**config.mk**
```make
export PLATFORM = sky130hd
export DESIGN_NAME = usb_frame_arbiter
export DESIGN_NICKNAME = d
export VERILOG_FILES = /design/src/rtl/usb_frame_arbiter.sv
export SDC_FILE = /design/constraint.sdc
export NUM_CORES = 1
export LEC_CHECK = 0
export CAP_MARGIN = 15
export CORE_ASPECT_RATIO = 0.5
export CORE_MARGIN = 1.5
export CORE_UTILIZATION = 47
export DETAILED_ROUTE_END_ITERATION = 7
export PLACE_DENSITY = 0.95
export SETUP_SLACK_MARGIN = 0.5
export SLEW_MARGIN = 20
export SYNTH_ARGS = -nofsm -noshare
export SYNTH_HDL_FRONTEND = slang
export SYNTH_SLANG_ARGS = --single-unit
```
**constraint.sdc**
```tcl
create_clock -name clk_i -period 6.05 [get_ports clk_i]
set_input_delay 1.21 -clock clk_i [delete_from_list [all_inputs] [get_ports clk_i]]
set_output_delay 1.21 -clock clk_i [all_outputs]
set_load 0.05 [all_outputs]
```
**src/rtl/usb_frame_arbiter.sv**
```systemverilog
// rtl/usb_frame_arbiter.sv - round-robin framer sharing one USB byte stream between packet sources
//
// Purpose: grants one requesting source at a time (round-robin), emits a
// header byte 0xA0|index, then forwards the source's packet bytes as one
// frame. A frame that sees TIMEOUT consecutive idle cycles is aborted.
//
// Ports:
//   clk_i, rst_i   clock, asynchronous active-high reset
//   req_i          per-source packet pending (sampled in IDLE only)
//   data_i         per-source byte, source i at [i*DATA_W +: DATA_W]
//   valid_i        per-source byte valid
//   last_i         per-source final byte of packet
//   ready_o        per-source accept strobe (granted source, STREAM only)
//   data_o         output byte, 0 when valid_o is low
//   valid_o        output byte valid
//   frame_o        high from header byte to last byte inclusive
//   grant_o        one-hot owner of the active frame
//   abort_o        one-cycle pulse on timeout abort
//   abort_cnt_o    saturating count of aborted frames

module usb_frame_arbiter #(
  parameter int NB_REQ  = 4,
  parameter int DATA_W  = 8,
  parameter int TIMEOUT = 64
) (
  input  logic                     clk_i,
  input  logic                     rst_i,
  input  logic [NB_REQ-1:0]        req_i,
  input  logic [NB_REQ*DATA_W-1:0] data_i,
  input  logic [NB_REQ-1:0]        valid_i,
  input  logic [NB_REQ-1:0]        last_i,
  output logic [NB_REQ-1:0]        ready_o,
  output logic [DATA_W-1:0]        data_o,
  output logic                     valid_o,
  output logic                     frame_o,
  output logic [NB_REQ-1:0]        grant_o,
  output logic                     abort_o,
  output logic [7:0]               abort_cnt_o
);

  localparam int IW = (NB_REQ > 1) ? $clog2(NB_REQ) : 1;
  localparam int CW = (TIMEOUT > 1) ? $clog2(TIMEOUT) : 1;

  localparam logic [1:0] ST_IDLE   = 2'd0;
  localparam logic [1:0] ST_HEADER = 2'd1;
  localparam logic [1:0] ST_STREAM = 2'd2;
  localparam logic [1:0] ST_GAP    = 2'd3;

  logic [1:0]        state_q, state_d;
  logic [NB_REQ-1:0] grant_q, grant_d;
  logic [IW-1:0]     last_grant_q, last_grant_d;
  logic [DATA_W-1:0] data_q, data_d;
  logic              valid_q, valid_d;
  logic              frame_q, frame_d;
  logic              abort_q, abort_d;
  logic [7:0]        abort_cnt_q, abort_cnt_d;
  logic [CW-1:0]     idle_q, idle_d;

  logic              pick_found;
  logic [IW-1:0]     pick_idx;
  logic [IW-1:0]     cand;
  logic              xfer;
  logic [DATA_W-1:0] gnt_data;

  // Search starts one past the previous winner so every source gets a turn.
  always_comb begin
    pick_found = 1'b0;
    pick_idx   = last_grant_q;
    cand       = last_grant_q;
    for (int i = 1; i <= NB_REQ; i++) begin
      cand = IW'((int'(last_grant_q) + i) % NB_REQ);
      if (!pick_found && req_i[cand]) begin
        pick_found = 1'b1;
        pick_idx   = cand;
      end
    end
  end

  // last_grant_q holds the index of the current owner for the whole frame,
  // so it doubles as the mux select for the granted source's signals.
  assign xfer     = (state_q == ST_STREAM) && valid_i[last_grant_q];
  assign gnt_data = data_i[last_grant_q*DATA_W +: DATA_W];

  always_comb begin
    state_d      = state_q;
    grant_d      = grant_q;
    last_grant_d = last_grant_q;
    data_d       = '0;
    valid_d      = 1'b0;
    frame_d      = frame_q;
    abort_d      = 1'b0;
    abort_cnt_d  = abort_cnt_q;
    idle_d       = idle_q;
    case (state_q)
      ST_IDLE: begin
        frame_d = 1'b0;
        grant_d = '0;
        if (pick_found) begin
          grant_d      = NB_REQ'(1) << pick_idx;
          last_grant_d = pick_idx;
          data_d       = DATA_W'(8'hA0) | DATA_W'(pick_idx);
          valid_d      = 1'b1;
          frame_d      = 1'b1;
          state_d      = ST_HEADER;
        end
      end
      ST_HEADER: begin
        frame_d = 1'b1;
        idle_d  = '0;
        state_d = ST_STREAM;
      end
      ST_STREAM: begin
        if (xfer) begin
          data_d  = gnt_data;
          valid_d = 1'b1;
          frame_d = 1'b1;
          idle_d  = '0;
          if (last_i[last_grant_q]) state_d = ST_GAP;
        end else if (idle_q == CW'(TIMEOUT - 1)) begin
          // Frame ends here; GAP then only re-applies the zeroed outputs,
          // which yields the two-cycle low gap after an abort.
          frame_d = 1'b0;
          abort_d = 1'b1;
          if (abort_cnt_q != 8'hFF) abort_cnt_d = abort_cnt_q + 8'd1;
          state_d = ST_GAP;
        end else begin
          frame_d = 1'b1;
          idle_d  = idle_q + 1'b1;
        end
      end
      default: begin
        frame_d = 1'b0;
        grant_d = '0;
        state_d = ST_IDLE;
      end
    endcase
  end

  always_ff @(posedge clk_i or posedge rst_i) begin
    if (rst_i) begin
      state_q      <= ST_IDLE;
      grant_q      <= '0;
      last_grant_q <= IW'(NB_REQ - 1);
      data_q       <= '0;
      valid_q      <= 1'b0;
      frame_q      <= 1'b0;
      abort_q      <= 1'b0;
      abort_cnt_q  <= '0;
      idle_q       <= '0;
    end else begin
      state_q      <= state_d;
      grant_q      <= grant_d;
      last_grant_q <= last_grant_d;
      data_q       <= data_d;
      valid_q      <= valid_d;
      frame_q      <= frame_d;
      abort_q      <= abort_d;
      abort_cnt_q  <= abort_cnt_d;
      idle_q       <= idle_d;
    end
  end

  assign ready_o     = (state_q == ST_STREAM) ? grant_q : '0;
  assign data_o      = data_q;
  assign valid_o     = valid_q;
  assign frame_o     = frame_q;
  assign grant_o     = grant_q;
  assign abort_o     = abort_q;
  assign abort_cnt_o = abort_cnt_q;

endmodule
```
==> results of run 1 <==
## sequential cells by signal (all words and copies together) (netlist names)
signal        flops
abort_cnt_o       8
abort_o           1
data_o            8
frame_o           1
grant_o           4
idle_q            6
last_grant_q      2
state_q           2
valid_o           1
## layer usage
| layer | GRT usage, % | part of all wire, % | vias to the layer above |
|---|---|---|---|
| met5 | 0 | 0 | - |
| met3 | 5.18 | 4.3 | 16 |
| met1 | 26.6 | 40 | 802 |
| li1 | - | - | 752 |
| met4 | 14.4 | 3.8 | 0 |
| met2 | 41.3 | 52 | 53 |
## power breakdown
group          internal, mW  switching (mW)  leakage, nW  total (mW)
combinational         0.243           0.341        0.658       0.583
clock                 0.103          0.0781       0.0542       0.181
sequential            0.282          0.0703        0.439       0.353
## cell usage after synthesis, types with 2 or more instances
master / number / area (sq um)
nor2_1: 4 / 15.0
a21oi_1: 9 / 45.0
mux4_2: 10 / 225
nand3_1: 11 / 55.1
mux2i_1: 2 / 20.0
nand4_1: 3 / 18.8
o31ai_1: 7 / 52.6
dfrtp_1: 31 / 776
inv_1: 6 / 22.5
and2_1: 6 / 37.5
nand2b_1: 3 / 18.8
nand2_1: 14 / 52.6
a31oi_1: 2 / 12.5
o21ai_0: 5 / 25.0
dfstp_2: 2 / 52.6
ha_1: 6 / 75.1
clkbuf_1: 4 / 15.0
xnor2_1: 6 / 52.6
nor2b_1: 2 / 12.5
buf_1: 2 / 7.51
and3_1: 8 / 50.1
## cell type report
class	count	area [sq um]	area share (%)
multi-input combinational	118	950	35.3
sequential	33	828	30.7
timing repair buffer	73	728	27.0
clock buffer	7	96.3	3.58
tap	51	63.8	2.37
inverter	6	22.5	0.836
clock inverter	1	5.00	0.186
## cell families after synthesis
kind of cell,share of synthesized area [%]
simple gates,19.8
flops,45.3
compound gates,10.1
mux,14.6
buf+inv,2.74
xor+xnor,3.35
fa+ha+maj,4.11
## final timing paths
kind	startpoint	endpoint	slack (ps)	cells after the start
max reg2reg	last_grant_q[0]	abort_cnt_o[1]	3290	4
max in group asynchronous	rst_i	last_grant_q[0]	4410	3
min in group asynchronous	rst_i	abort_cnt_o[1]	1310	3
min reg2reg	abort_cnt_o[7]	abort_cnt_o[7]	510	1
min	abort_cnt_o[7]	abort_cnt_o[7]	510	1
max	state_q[0]	ready_o[3]	2520	4
==> qor.yml, run 1 <==
clock_network:
  cts_setup_buffers: 0
  root_buffer: "clkbuf_8"
  cts_buffer_depth: 2
  htreeDepth: 2
  tritoncts: "done"
  clk_pin_slew_ps: 70
  cts_hold_buf: 0
  cts_buffers: 5
  cts.sinks: 33
  cts_resized: 0
  insertion_delay_ps: 280
setup_path:
  arrival_ps: 2320
  cp_slowest_stage_delay_ps: 840
  path_cells: "inv_1 > ha_1 > and2_1 > clkdlybuf4s50_1"
  endpoint_kind: "output port"
  cp-start-kind: "flip-flop"
  crit_type: "flip-flop to output port"
  cp_top_family: "buffers and inverters"
  crit_path_top_delay_cell: "clkdlybuf4s50_1"
  cp.required_ps: 4840
  critPathBufInv: 2
  crit_path_max_fanout: 17
timing:
  maxSlewViolCount: 0
  timing.hold.ws_ps: 513
  max_freq_ghz: 0.283
  layout_min_cycle_time_ps: 3530
  worst_pin_slew_ps: 631
  fin_setup_tns_ps: 0
  finalHoldViolations: 0
  period_share_pct: 58.4
  final.setup_skew_ps: 6.04
  setup_viol: 0
  final.setup.worst_slack_ps: 2520
  maxSlewHeadroom_pct: 57.6
  rsz0062_at_grt: "no"
routing:
  avgRoutedWirePerCell_um: 15.8
  finalWirelength_mm: 4.58
  dr.pass1.iters: 4
  viasPerCell: 5.62
  drc_errors: 0
  first_iter_violations: 59
  ant_nets: 0
  vias: 1623
placed_design:
  gp_congestion: 0.797
  dpl_worst_slack_ps: 2550
  placed_cells: 281
  dp_hpwl_mm: 3.44
  io_buffers: 72
  dpl_cell_area_sq_mm: 0.00259
logic_synthesis:
  syn_nets: 216
  dominantRegCellSynth: "dfrtp_1"
  yosys_warnings: 0
  yosysSeqAreaShare_pct: 45.3
  syn-cell-area_sq_mm: 0.00183
  ys_ff_latch: 33
  synth.avg_cell_area_sq_um: 11.1
  synth_cell_types: 42
  ys_async_sr_fraction_pct: 100
  synthCells: 164
  synth_edf_count: 0
layout:
  antennaDiodeCount: 0
  drive_gt1_share_pct: 10.1
  fillers: 227
  final_nets: 289
  final_cell_mix: "72 x clkdlybuf4s50_1, 31 x dfrtp_1, 14 x nand2_1"
  utilization_pct: 75.5
  area_growth_pct: 47.4
  fin_area_sq_mm: 0.00269
  layout_commonest_cell: "clkdlybuf4s50_1"
  finalNonFillerCells: 289
global_routing:
  antenna_found_initial: 0
  grt_pass1_wl_mm: 7.22
  grt_overflow: 0
  groute.usage.overall_pct: 22.9
  grt_pass1_vias: 1577
  grt_max_degree: 34
power_and_ir_drop:
  ir_worst_vdd_v: 0.000197
  power_leakage_nw: 1.15
  power_density_mw_per_mm2: 415
  power.total_mw: 1.12
floorplanning:
  die-area_sq_mm: 0.00430
  rows: 15
  die_w_um: 91.2
  ios: 73
  die_y_um: 47.1
  start_util_pct: 51.3
  core_area_sq_mm: 0.00357
min_path:
  hold_path_class: "flip-flop to flip-flop"
status:
  outcome: "completed"
run:
  maxCapViolCount: 0
No activity file was read; power rests on OpenSTA's default activity.
==> run 2, diff against run 1 <==
--- a/config.mk
+++ b/config.mk
@@ -8,9 +8,9 @@
 export CAP_MARGIN = 15
 export CORE_ASPECT_RATIO = 0.5
 export CORE_MARGIN = 1.5
-export CORE_UTILIZATION = 47
+export CORE_UTILIZATION = 43
 export DETAILED_ROUTE_END_ITERATION = 7
-export PLACE_DENSITY = 0.95
+export PLACE_DENSITY = 0.9
 export SETUP_SLACK_MARGIN = 0.5
 export SLEW_MARGIN = 20
 export SYNTH_ARGS = -nofsm -noshare
==> constraint.sdc (replaced) <==
create_clock -name clk_i -period 3.34 [get_ports clk_i]
set_input_delay 0.668 -clock clk_i [delete_from_list [all_inputs] [get_ports clk_i]]
set_output_delay 0.668 -clock clk_i [all_outputs]
set_load 0.05 [all_outputs]
==> run 2 against run 1 <==
Critical path depth unchanged; setup slack got worse by 1900 ps; critical endpoint is now state_q[1]; first-iteration DRC count decreased by 3.4%; clock power is 87% higher.
==> qor.yml, run 2 (synthesis results as in run 1) <==
status:
  outcome: "completed"
timing:
  rsz0062_at_grt: "no"
  maxSlewViolCount: 0
  layout_min_cycle_time_ps: 2690
  final.setup.worst_slack_ps: 650
  timing.hold.ws_ps: 495
  worst_pin_slew_ps: 659
  setup_viol: 0
  period_share_pct: 80.5
  fin_setup_tns_ps: 0
  finalHoldViolations: 0
  maxSlewHeadroom_pct: 55.6
  final.setup_skew_ps: 3.59
  max_freq_ghz: 0.372
global_routing:
  antenna_found_initial: 0
  groute.usage.overall_pct: 21.1
  grt_overflow: 0
  met1_usage_pct: 24.2
  grt_use_met2_pct: 38.1
  grt-busiest-layer: "met2"
  grt_pass1_vias: 1610
  grt_max_degree: 20
  met3_usage_pct: 3.58
  grt_pass1_wl_mm: 7.36
layout:
  area_growth_pct: 48.7
  fillers: 275
  layout_commonest_cell: "clkdlybuf4s50_1"
  fin_area_sq_mm: 0.00272
  final_nets: 290
  final_cell_mix: "68 x clkdlybuf4s50_1, 31 x dfrtp_1, 14 x nand2_1"
  drive_gt1_share_pct: 10.9
  antennaDiodeCount: 0
  utilization_pct: 68.2
  finalNonFillerCells: 293
clock_network:
  root_buffer: "clkbuf_8"
  insertion_delay_ps: 290
  htreeDepth: 2
  tritoncts: "done"
  cts_hold_buf: 0
  cts_buffers: 5
  cts_buffer_depth: 2
  cts.sinks: 33
  clk_pin_slew_ps: 70
routing:
  finalWirelength_mm: 4.60
  first_iter_violations: 57
  viasPerCell: 5.54
  drc_errors: 0
  ant_nets: 0
  vias: 1624
  dr.pass1.iters: 4
  avgRoutedWirePerCell_um: 15.7
floorplanning:
  ios: 73
  rows: 16
  die_w_um: 95.2
  die_y_um: 49.1
  start_util_pct: 45.9
  die-area_sq_mm: 0.00468
  core_area_sq_mm: 0.00398
setup_path:
  arrival_ps: 2870
  reg2reg_depth: 4
  crit_path_max_fanout: 15
  endpoint_kind: "flip-flop"
  cp-start-kind: "flip-flop"
  cp_slowest_stage_delay_ps: 790
  crit_path_top_delay_cell: "dfstp_2"
  path_cells: "mux4_2 > o31ai_1 > a2bb2oi_1 > mux2_2"
  cp.required_ps: 3520
  crit_type: "flip-flop to flip-flop"
run:
  maxCapViolCount: 0
placed_design:
  dpl_worst_slack_ps: 496
  dp_hpwl_mm: 3.43
  placed_cells: 285
  dpl_cell_area_sq_mm: 0.00260
  gp_congestion: 0.762
  io_buffers: 72
power_and_ir_drop:
  intPower_mw: 1.14
  power_switching_share_pct: 43.9
  switchingPower_mw: 0.891
  ir_worst_vdd_v: 0.000313
  clkPwrFrac_pct: 16.7
  power.total_mw: 2.03
  pwr-share-seq_pct: 31.2
  power_density_mw_per_mm2: 747
  comb_power_share_pct: 52.1
  power_leakage_nw: 1.23
min_path:
  min_path_cells: 1
  hold_path_class: "flip-flop to flip-flop"
run 2: metal layers:
metal  wire length [um]  up-vias
met5                  0        -
met4                 89        0
met3                175       10
met2               2460       50
met1               1870      813
li1                   -      751
run 2: final cells by class:
cell class	count	area, sq um	share of cell area, %
Sequential cell	33	828	30.5
Timing Repair Buffer	74	746	27.4
Clock inverter	1	5.00	0.184
Tap cell	54	67.6	2.49
Clock buffer	7	96.3	3.55
Inverter	6	22.5	0.829
Multi-Input combinational cell	118	952	35.0
run 2: worst paths after layout:
path	start	slack [ps]	to
max	last_grant_q[0]	650	state_q[1]
min	abort_cnt_o[5]	500	abort_cnt_o[5]
max reg2reg	last_grant_q[0]	650	state_q[1]
min reg2reg	abort_cnt_o[5]	500	abort_cnt_o[5]
max in group asynchronous	rst_i	1860	last_grant_q[0]
min in group asynchronous	rst_i	750	abort_cnt_o[3]
run 2: repair_timing:
| item | in CTS | in global routing |
|---|---|---|
| endpoints found under the hold margin | 0 | 0 |
| resized for setup | 1 | 4 |
| cloned | 0 | 0 |
| buffers inserted | 0 | 0 |
| setup endpoints to repair | 4 | 4 |
run 2: power by group through the flow:
stage / clock network [mW] / logic (mW) / registers (mW)
final: 0.338 / 1.06 / 0.634
after global routing: 0.358 / 1.14 / 0.655
after CTS: 0.336 / 1.06 / 0.637
after detailed placement: 0 / 1.05 / 0.643
after global placement: 0 / 1.01 / 0.634
after floorplan: 0 / 0.563 / 0.803
run 2: critical path: cells and delay by family, from the launching register on:
| family | cells | cell delay, ps |
|---|---|---|
| AOI/OAI and AO/OA | 2 | 700 |
| DFF | 1 | 790 |
| muxes | 2 | 1090 |
==> RTL change 1, RTL diff (config.mk and constraints of run 2) <==
`TIMEOUT`: 64 -> 32.
--- a/src/rtl/usb_frame_arbiter.sv
+++ b/src/rtl/usb_frame_arbiter.sv
@@ -23,3 +23,3 @@
   parameter int DATA_W  = 8,
-  parameter int TIMEOUT = 64
+  parameter int TIMEOUT = 32
 ) (
Function: no difference found for any inputs over 4 cycles, from zero or initial values and one cycle with rst_i high; that may be too few to reach the edited logic, so the function may still have changed.
==> RTL change 1 against run 2 <==
  * Sequential cell count fell by 1
  * Setup slack better by 0.12 ns
  * Fmax grew 4.7%
  * Hold slack about the same
  * Clock skew increased by 0.00070 ns
  * Largest power group unchanged
  * Global-route usage rose by 2.4 points
  * Cell area decreased by 0.88%
  * Highest routed layer unchanged
  * Total power grew 8.3%
  * Synthesized area down 1.2%
  * Routed wire length increased by 7.0%
==> RTL change 1: results (changes against run 2) <==
| Metric | Value |
|---|---|
| Global-route wire length before repair | `8200 µm (+12%)` |
| Iter 0 DRT Violations | `72 (+26%)` |
| Static Leak | `1.18 nW (-4.2%)` |
| R2R cell count | `3 (-1)` |
| Final Cycle Share | `77.0% (-3.6 points)` |
| GP Congestion | `0.812 (+6.6%)` |
| Worst Path Arrival | `1.90 ns (-0.97 ns)` |
| Largest net degree at the start of global routing | `33 (+65%)` |
| Hpwl dp | `3630 µm (+5.9%)` |
| Status | `completed` |
| Synth Net Count | `218 (+0.93%)` |
| Vias | `1611 (-0.80%)` |
| Top cells by count, synth | `dfrtp_1 (30), nand2_1 (22), mux4_2 (10)` |
| TritonCTS Buffers | `5 (unchanged)` |
| Area after DPL | `2570 µm² (-1.4%)` |
| Slew headroom | `62.3% (+6.7 points)` |
| CP max stage cell | `dlygate4sd2_1` |
| CP Max Fanout | `17 (+2)` |
| Post-Synthesis Cells | `165 (+0.61%)` |
| Vias per cell | `5.50 (-0.80%)` |
| Hold path startpoint | `abort_cnt_o[6]` |
| Maximum VDD drop | `0.000524 V (+67%)` |
| Post-synthesis sequential area ratio | `44.5% (-0.82 points)` |
| RR Endpoint | `abort_cnt_o[1]` |
| Routed wire length | `4920 µm (+7.0%)` |
| Longest Clk Path Bufs | `2 (unchanged)` |
| Reg2Reg Launch Point | `last_grant_q[0]` |
| Hold Path End | `abort_cnt_o[6]` |
| Reg2reg setup slack | `0.77 ns (+0.12 ns)` |
| Clock slew at reported path FFs | `0.07 ns (about the same)` |
| Clock Skew | `0.00429 ns (+0.000700 ns)` |
| Dpl ws | `0.578 ns (+0.0825 ns)` |
| Post-synthesis cell type count | `36 (-14%)` |
| Global-route usage over all layers | `23.5% (+2.4 points)` |
| CP max stage delay | `0.54 ns (-0.25 ns)` |
| Clock latency on the worst-skew pair | `0.29 ns (about the same)` |
| Internal Pwr Total | `0.00122 W (+7.1%)` |
| Share of post-route cells with drive strength above 1 | `10.0% (-0.84 points)` |
| Synth area leaders | `dfrtp_1 (42%), mux4_2 (12%), ha_1 (4.9%), nand2_1 (4.6%), o31ai_1 (3.7%)` |
| Vias in the first global route | `1725 (+7.1%)` |
RTL change 1: critical path, delay by kind of cell, from the launching register on:
kind / cells / cell delay, ns
AND/OR/NAND/NOR: 1 / 0.16
flip-flops: 1 / 0.42
adder cells (fa/ha/maj): 1 / 0.36
buffers and inverters: 2 / 0.67
RTL change 1: cell families after synthesis:
kind of cell | after synthesis | share of synthesized area, %
AND/OR/NAND/NOR | 60 | 17.3
flip-flops | 32 | 44.5
AO/OA/AOI/OAI | 30 | 12.0
buffers and inverters | 16 | 3.81
multiplexers | 13 | 14.2
XOR/XNOR | 7 | 3.40
adder cells (fa/ha/maj) | 7 | 4.85
RTL change 1: final cells by class:
cell class	count	area, µm²
Timing Repair Buffer	73	727
Sequential cell	32	803
Clock inverter	1	30.0
Fill cell	286	1270
Inverter	9	33.8
Tap cell	54	67.6
Clock buffer	7	96.3
Multi-Input combinational cell	117	936
RTL change 1: metal layers:
| metal | share of wire [%] | global-route usage (%) |
|---|---|---|
| met1 | 41 | 28.3 |
| met2 | 53 | 40.8 |
| met3 | 4.5 | 6.54 |
| met4 | 1.4 | 7.71 |
| met5 | 0 | 0 |
RTL change 1: what timing repair did:
item / in CTS / in global routing
resized for setup: 4 / 1
endpoints found under the setup margin: 4 / 1
pin swaps: 0 / 0
RTL change 1: metrics by stage:
step           utilization (%)  hold WS [ns]  power [W]
2_1_floorplan                -         0.456    0.00143
3_3_place_gp              64.7         0.471    0.00172
3_5_place_dp              64.7         0.491    0.00178
4_1_cts                   67.9         0.500    0.00220
5_1_grt                   68.0         0.526    0.00230
6_report                  68.0         0.495    0.00220
RTL change 1: power groups by stage:
stage / Combinational [W] / Clock (W) / Sequential, W
floorplan: 0.000623 / 0 / 0.000807
global placement: 0.00109 / 0 / 0.000631
detailed placement: 0.00113 / 0 / 0.000643
CTS: 0.00114 / 0.000412 / 0.000638
global route: 0.00122 / 0.000430 / 0.000657
finish: 0.00115 / 0.000411 / 0.000639
RTL change 1: worst max path at each step:
stage | from | endpoint | depth (start not counted)
finish | state_q[0] | ready_o[3] | 4
global route | last_grant_q[0] | abort_cnt_o[1] | 3
detailed placement | valid_i[0] | abort_cnt_o[1] | 4
global placement | valid_i[3] | abort_cnt_o[1] | 4
CTS | state_q[0] | ready_o[0] | 4
floorplan | valid_i[3] | abort_cnt_o[1] | 4
==> RTL change 2, RTL diff (settings of run 2) <==
Without the edit above. Put one more register stage on the output `abort_cnt_o`, with the module's reset. The value now appears one clock later. The other outputs are not delayed to match.
--- a/src/rtl/usb_frame_arbiter.sv
+++ b/src/rtl/usb_frame_arbiter.sv
@@ -168,3 +168,9 @@
   assign abort_o     = abort_q;
-  assign abort_cnt_o = abort_cnt_q;
+  always_ff @(posedge clk_i or posedge rst_i) begin
+    if (rst_i) begin
+      abort_cnt_o <= '0;
+    end else begin
+      abort_cnt_o <= abort_cnt_q;
+    end
+  end
 
Behaviour: no difference found for any inputs over 4 cycles, from zero or initial values and one cycle with rst_i high; that may be too few to reach the edited logic, so the function may still have changed.
==> RTL change 2 against run 2 <==
  * Routed wire length grew 8.1%
  * Critical path depth up 1
  * Largest cell class is now flip-flops and latches
  * Cell count grew 4.8%
  * Clock power is 12% higher
  * Total power grew 9.0%
  * Cell area increased by 7.7%
  * Setup slack improved by 0.025 ns
  * Sequential cell count is 8 higher
  * Critical endpoint is now abort_cnt_q[1]
  * Largest power group unchanged
  * Highest routed layer unchanged
  * Critical path type is now input port to register
  * Synthesized area up 11%
==> RTL change 2: results (changes against run 2) <==
| Metric | Value |
|---|---|
| Synth Area in XOR/XNOR | `2.53% (-0.82 points)` |
| CP max stage delay | `0.64 ns (-0.15 ns)` |
| Maximum VDD drop | `0.000440 V (+41%)` |
| Hold path startpoint | `abort_cnt_q[3]` |
| Static Leak | `1.33 nW (+8.1%)` |
| Hpwl dp | `3840 µm (+12%)` |
| Minimum clock period | `2.67 ns (-0.0248 ns)` |
| P_clk | `0.000380 W (+12%)` |
| Synth Net Count | `228 (+5.6%)` |
| Hold-critical path depth | `0 (-1)` |
| Post-Synth Adder-Cell Area | `3.70% (-0.41 points)` |
| Worst Path Arrival | `2.84 ns (-0.03 ns)` |
| Switching share of power | `41.8% (-2.1 points)` |
| Vias per cell | `5.54 (about the same)` |
| WL/cell | `16.2 µm (+3.2%)` |
| Largest net degree at the start of global routing | `42 (+110%)` |
| Fin Hold WS | `0.444 ns (-0.0510 ns)` |
| GP Congestion | `0.807 (+6.0%)` |
| Launch point of the worst path | `valid_i[3]` |
| Synth area leaders | `dfrtp_1 (48%), mux4_2 (11%), ha_1 (3.7%), nand2_1 (3.0%), a21oi_1 (2.7%)` |
| Clock Skew | `0.00481 ns (+0.00122 ns)` |
| Slew headroom | `56.9% (+1.3 points)` |
| Reg2reg setup slack | `0.80 ns (+0.15 ns)` |
| Mux share of post-synthesis cell area | `13.3% (-1.4 points)` |
| Finished Core Util | `65.5% (-2.7 points)` |
| Post-synthesis cell type count | `39 (-7.1%)` |
| Nets | `302 (+4.1%)` |
| Complex-gate fraction of the synthesized area | `10.6% (+0.55 points)` |
| Area after DPL | `2810 µm² (+8.0%)` |
| Status | `completed` |
| Top cells by count, synth | `dfrtp_1 (39), nand2_1 (16), a21oi_1 (11)` |
| Post-Syn Area per Cell | `11.5 µm² (+3.4%)` |
| Antenna cells | `0 (unchanged)` |
| Global-route wire length before repair | `7890 µm (+7.3%)` |
| Cell family with most CP delay | `simple AND/OR/NAND/NOR gates` |
| Iter 0 DRT Violations | `60 (+5.3%)` |
| Share of post-route cells with drive strength above 1 | `11.2% (+0.32 points)` |
| Reg2Reg Launch Point | `last_grant_q[1]` |
| Dpl ws | `0.371 ns (-0.125 ns)` |
| Filler instances | `340 (+24%)` |
| CP max stage cell | `or4_1` |
==> RTL change 2: cell types whose count changed after synthesis, moves of 2 or more <==
cell,delta
mux2_2,+2
dfrtp_1,+8
nand4_1,+2
nor2_1,+4
xnor2_1,-6
nand3_1,-4
nor3_1,+3
xor2_1,+3
and3_1,-4
nand2_1,+2
a21oi_1,+2
==> RTL change 2: worst register-to-register path: stages (launching register included) <==
cell and delay [ns]:
dfstp_2 0.76, mux4_2 0.41, or4_1 0.65, nor2_1 0.26, mux2_2 0.36
==> RTL change 2: cell type report <==
type                            count  area share, %
Sequential cell                    41           35.1
Multi-Input combinational cell    120           32.3
Timing Repair Buffer               75           25.7
Tap cell                           57           2.44
Clock buffer                        5           2.35
Clock inverter                      2           1.20
Inverter                            7          0.897
==> RTL change 2: per-layer routing <==
layer / up-vias / GRT usage [%] / part of all wire, %
met3: 8 / 4.44 / 3.9
met4: 0 / 7.51 / 1.6
met1: 849 / 25.2 / 44
met5: - / 0 / 0
met2: 50 / 35.3 / 51
li1: 793 / - / -
